===== src/rtl/rd_unpacker_pkg.sv =====
// Shared types and default widths for the FIFO read-side word unpacker.
package rd_unpacker_pkg;

   // Holding-register occupancy: IDLE = nothing held, ACTIVE = word held.
   typedef enum logic {
      IDLE   = 1'b0,
      ACTIVE = 1'b1
   } state_t;

   localparam int C_DEF_IN_WIDTH  = 32;
   localparam int C_DEF_OUT_WIDTH = 8;
   localparam int C_DEF_LSB_FIRST = 1;

endpackage : rd_unpacker_pkg


===== src/rtl/rd_unpacker.sv =====
// Pops words from a show-ahead FIFO and streams each one out as R equal
// slices with valid/ready handshaking. The pop for the next word is issued
// on the last slice's transfer so back-to-back words stream without a bubble.
module rd_unpacker
   import rd_unpacker_pkg::*;
#(
   parameter int C_IN_WIDTH  = C_DEF_IN_WIDTH,
   parameter int C_OUT_WIDTH = C_DEF_OUT_WIDTH,
   parameter int C_LSB_FIRST = C_DEF_LSB_FIRST
) (
   input  logic                   i_clk,
   input  logic                   i_rst_n,
   input  logic                   i_fifo_empty,
   input  logic [C_IN_WIDTH-1:0]  i_fifo_data,
   output logic                   o_fifo_ren,
   output logic                   o_valid,
   output logic [C_OUT_WIDTH-1:0] o_data,
   output logic                   o_last,
   input  logic                   i_ready,
   output logic                   o_busy
);

   // Slices per word and slice-index width (at least one bit so R=1 still works).
   localparam int R     = C_IN_WIDTH / C_OUT_WIDTH;
   localparam int IDX_W = (R > 1) ? $clog2(R) : 1;

   // Reject width combinations that do not split into a power-of-two slice count.
   generate
      if ((C_OUT_WIDTH < 1) || (R < 1) || ((C_IN_WIDTH % C_OUT_WIDTH) != 0) ||
          ((R & (R - 1)) != 0)) begin : g_bad_ratio
         $error("rd_unpacker: C_IN_WIDTH/C_OUT_WIDTH must be an integer power of two");
      end
   endgenerate

   state_t                  r_state;
   logic [IDX_W-1:0]        r_idx;
   logic [C_IN_WIDTH-1:0]   r_hold;

   logic                    w_active;
   logic                    w_last_idx;
   logic                    w_transfer;
   logic                    w_load;
   logic [IDX_W-1:0]        w_sel;

   assign w_active   = (r_state == ACTIVE);
   assign w_last_idx = (r_idx == IDX_W'(R - 1));
   assign w_transfer = w_active & i_ready;

   // Pop when empty-handed, or when the final slice leaves this cycle. Gated by
   // reset so nothing is popped while the block is being held in reset.
   assign w_load = i_rst_n & ~i_fifo_empty & (~w_active | (w_transfer & w_last_idx));

   assign o_fifo_ren = w_load;
   assign o_valid    = w_active;
   assign o_busy     = w_active;
   assign o_last     = w_active & w_last_idx;

   // Slice order: index counts up; MSB-first mode mirrors it.
   assign w_sel = (C_LSB_FIRST != 0) ? r_idx : (IDX_W'(R - 1) - r_idx);

   // Inline slice multiplexer over the holding register.
   always_comb begin
      o_data = '0;
      for (int k = 0; k < R; k++) begin
         if (w_sel == IDX_W'(k)) begin
            o_data = r_hold[k*C_OUT_WIDTH +: C_OUT_WIDTH];
         end
      end
   end

   // Occupancy FSM, slice index and holding register: load wins over drain.
   always_ff @(posedge i_clk or negedge i_rst_n) begin
      if (!i_rst_n) begin
         r_state <= IDLE;
         r_idx   <= '0;
         r_hold  <= '0;
      end else if (w_load) begin
         r_state <= ACTIVE;
         r_idx   <= '0;
         r_hold  <= i_fifo_data;
      end else if (w_transfer) begin
         if (w_last_idx) begin
            r_state <= IDLE;
            r_idx   <= '0;
         end else begin
            r_idx   <= r_idx + 1'b1;
         end
      end
   end

endmodule : rd_unpacker


===== config.mk =====
export PLATFORM = sky130hd
export DESIGN_NAME = rd_unpacker
export DESIGN_NICKNAME = d
export VERILOG_FILES = /design/src/rtl/rd_unpacker_pkg.sv /design/src/rtl/rd_unpacker.sv
export SDC_FILE = /design/constraint.sdc
export NUM_CORES = 1
export LEC_CHECK = 0
export CAP_MARGIN = 0
export CORE_MARGIN = 1
export CORE_UTILIZATION = 26
export CTS_CLUSTER_DIAMETER = 150
export DETAILED_ROUTE_END_ITERATION = 12
export SLEW_MARGIN = 20
export SYNTH_ARGS = -nofsm -noshare
export SYNTH_HDL_FRONTEND = slang
export SYNTH_SLANG_ARGS = --single-unit

===== constraint.sdc =====
create_clock -name i_clk -period 1.85 [get_ports i_clk]
set_input_delay 0.37 -clock i_clk [delete_from_list [all_inputs] [get_ports i_clk]]
set_output_delay 0.37 -clock i_clk [all_outputs]
set_load 0.02 [all_outputs]

==> summary.md <==
| Metric | Value |
|---|---|
| Status | finished with violations |
| Failing checks | setup timing |
| Final hold vios | 0 |
| Clk pin slew, worst setup/hold paths | 0.07 ns |
| CP Capture Type | output pin |
| Slowest-stage cell, CP | dfrtp_1 |
| CTS sink cnt | 35 |
| Clock buffer depth | 2 |
| Nets@finish | 227 |
| Detail Placement HPWL | 2.68 mm |
| Setup slack after layout | -0.249 ns |
| Crit Path Class | reg -> out |
| Worst slew pin tran | 0.453 ns |
| GPL Wtd Cong | 0.791 |
| First-pass GRT wire length | 6.19 mm |
| Crit-path max FO | 3 |
| Total Routing Usage GR | 12.7% |
| Vias | 1,198 |
| Synth warn | 0 |
| RSZ-0062 raised after global routing | yes |
| Avg Cell Area, Syn | 13.1 um^2 |
| Crit path buffers/inverters | 3 |
| Syn Nets | 163 |
| Post-synthesis cell type count | 25 |
| Initial Util | 27.0% |
| R2R Path Start | r_idx[1]$_DFFE_PN0P_ |
| Int Power | 2.97 mW |
| Largest net degree at the start of global routing | 36 |
| Post-Route WL | 3.71 mm |
| Hold buffers post-CTS | 0 |
| Clock power frac | 17.8% |
| NetSw | 1.63 mW |
| Initial antenna violation count | 0 |
| Cell Rows | 28 |
| Cells after synthesis | 123 |
| Final cell count without fillers | 263 |
| Critical path cell sequence | inv_2 > ha_4 > buf_6 > or3b_4 > o21ai_2 > a31oi_1 > buf_2 |
| Dpl cell area | 2250 um^2 |
| Die H | 80.6 um |
| Worst vdd ir | 0.757 mV |
| #FFs+latches synth | 35 |
| Vias/cell | 4.56 |
| Worst hold-check path type | in -> async |
| Hold Slack | 0.162 ns |
| Synth top area share | 54.5% |
| Power share of the combinational group | 51.2% |
| Root buf cell | clkbuf_8 |
| Post-route DRC | 0 |
| Clk_lat worst skew | 0.28 ns |
| Critical Path Max Stage Delay | 0.43 ns |
| Post-Syn Area | 1610 um^2 |
| Cell family with most CP delay | flip-flops |
| Cell count after placement | 253 |
| Critical Path Start Type | register |
| Wire per inst | 14.1 um |
| CTS tree | done |
| Grt total ovfl | 0 |
| CP required | 1.48 ns |
| R2r setup slk | 0.12 ns |
| Setup crit start | r_idx[0]$_DFFE_PN0P_ |
| Layout cell share with drive strength beyond 1 | 49.5% |
| Slew Limit Fails | 0 |
| Final Skew | 0.00485 ns |
| Rel. slew slack | 69.8% |
| Antenna cell count | 0 |
| Final min period | 2.10 ns |
| # fillers | 570 |
| Critical Path AT | 1.73 ns |
| DRT iter0 DRCs | 55 |
| Register area share after synthesis | 54.5% |
| Number of max-cap violations | 0 |
| Vias in the first global route | 1,238 |
| Final Setup Violations | 8 |
| Die ar. | 6500 um^2 |
| Period utilisation layout | 113% |
| Die X | 80.6 um |
| Number of buffers added on ports | 47 |
| Area leader, netlist | dfrtp_1 |
| Lkg Pwr | 1.04 nW |
| Drt pass-1 iters | 3 |
| Final cell area excluding filler cells | 2550 um^2 |
| Num CTS Buffers | 5 |
| IO Pins | 48 |
| Post-route antenna net violation count | 0 |
| Achievable frequency | 476 MHz |
| Layout area overhead | 58.8% |
| Core area | 5960 um^2 |
| Sequential Power Share | 31.0% |
| Area contributors post-synth | dfrtp_1, mux2_2, mux2_1 |
| Pwr Density | 1800 nW/um^2 |
| Switching Fraction | 35.4% |
| Maximum level of the CTS H-tree | 2 |
| Setup TNS | -1.90 ns |
flip-flops by register name, summed over array words and instances, names as in the netlist:
register	flops
r_hold	32
o_busy	1
r_idx	2
cell type report:
class | instances | area [um^2] | share of cell area [%]
Multi-Input combinational cell | 78 | 813 | 31.9
Tap cell | 75 | 93.8 | 3.68
Sequential cell | 35 | 878 | 34.4
Timing Repair Buffer | 64 | 621 | 24.3
Clock inverter | 2 | 60.1 | 2.35
Clock buffer | 6 | 72.6 | 2.84
Inverter | 3 | 12.5 | 0.490
cell usage after synthesis:
master and count:
dfrtp_1 35, mux2_2 27, o22ai_1 8, a21oi_1 7, a22oi_1 7, mux2_1 5
ha_1 4, nand2_1 4, buf_6 3, clkbuf_1 3, o21ai_0 3, inv_1 2
nand2b_1 2, nor2_1 2, a21oi_4 1, a31oi_1 1, and2_1 1, buf_4 1
clkinv_1 1, nand2_2 1, nand3_1 1, nand3b_1 1, nor2b_1 1, or3_1 1
or3b_2 1
logic make-up (layout without fill, tap and decap cells):
logic type,Yosys count,in the layout,synth area share [%]
mux,32,32,22.4
buf+inv,10,75,3.97
compound gates,27,27,10.9
fa+ha+maj,4,4,3.12
simple gates,15,15,5.06
flops,35,35,54.5
power groups by stage:
stage,sequential [mW],combinational (mW),clock [mW]
finish,1.42,2.35,0.819
global route,1.48,2.54,0.875
CTS,1.42,2.25,0.835
detailed placement,1.38,2.06,0
global placement,1.37,2.05,0
floorplan,1.32,1.24,0
worst paths after layout:
| check | endpoint | depth (start not counted) |
|---|---|---|
| setup reg to reg | r_hold[27]$_DFFE_PN0P_ | 7 |
| hold / removal | r_hold[31]$_DFFE_PN0P_ | 2 |
| min in group i_clk | r_hold[16]$_DFFE_PN0P_ | 1 |
| hold reg to reg | r_hold[16]$_DFFE_PN0P_ | 1 |
| max in group asynchronous | r_idx[1]$_DFFE_PN0P_ | 2 |
| setup / recovery | o_data[2] | 7 |
metrics by stage:
step / total power, mW / setup slack [ns] / util (%)
floorplan: 2.56 / 0.0148 / -
global placement: 3.42 / -0.492 / 37.8
detailed placement: 3.44 / -0.554 / 37.8
CTS: 4.50 / -0.251 / 42.2
global route: 4.90 / -0.351 / 42.8
finish: 4.60 / -0.249 / 42.8
cells in the final DEF, fill, tap and decap left out, drive strengths merged:
master and n:
clkdlybuf4s50 36, dfrtp 35, mux2 32, buf 28, o22ai 8, a21oi 8
a22oi 7, clkbuf 6, nand2 5, ha 4, o21ai 3, inv 2
bufinv 2, nor2 2, nand2b 2, nand3b 1, clkinv 1, or3b 1
a31oi 1, nor2b 1, and2 1, or3 1, nand3 1
repair_timing:
item	4_1_cts	5_1_grt
setup endpoints to repair	42	26
hold endpoints to repair	0	0
pin swaps	14	10
resized for setup	84	10
buffers inserted	3	0
routing by layer:
metal  track usage, %  part of all wire [%]  up-vias  wire [um]
met1             16.9                    46      594       1720
met3             3.86                   4.5        5        167
li1                 -                     -      573          -
met4             3.21                  0.78        0         29
met5                0                     0        -          0
met2             20.0                    48       26       1790
No activity file was read; power rests on OpenSTA's default activity.
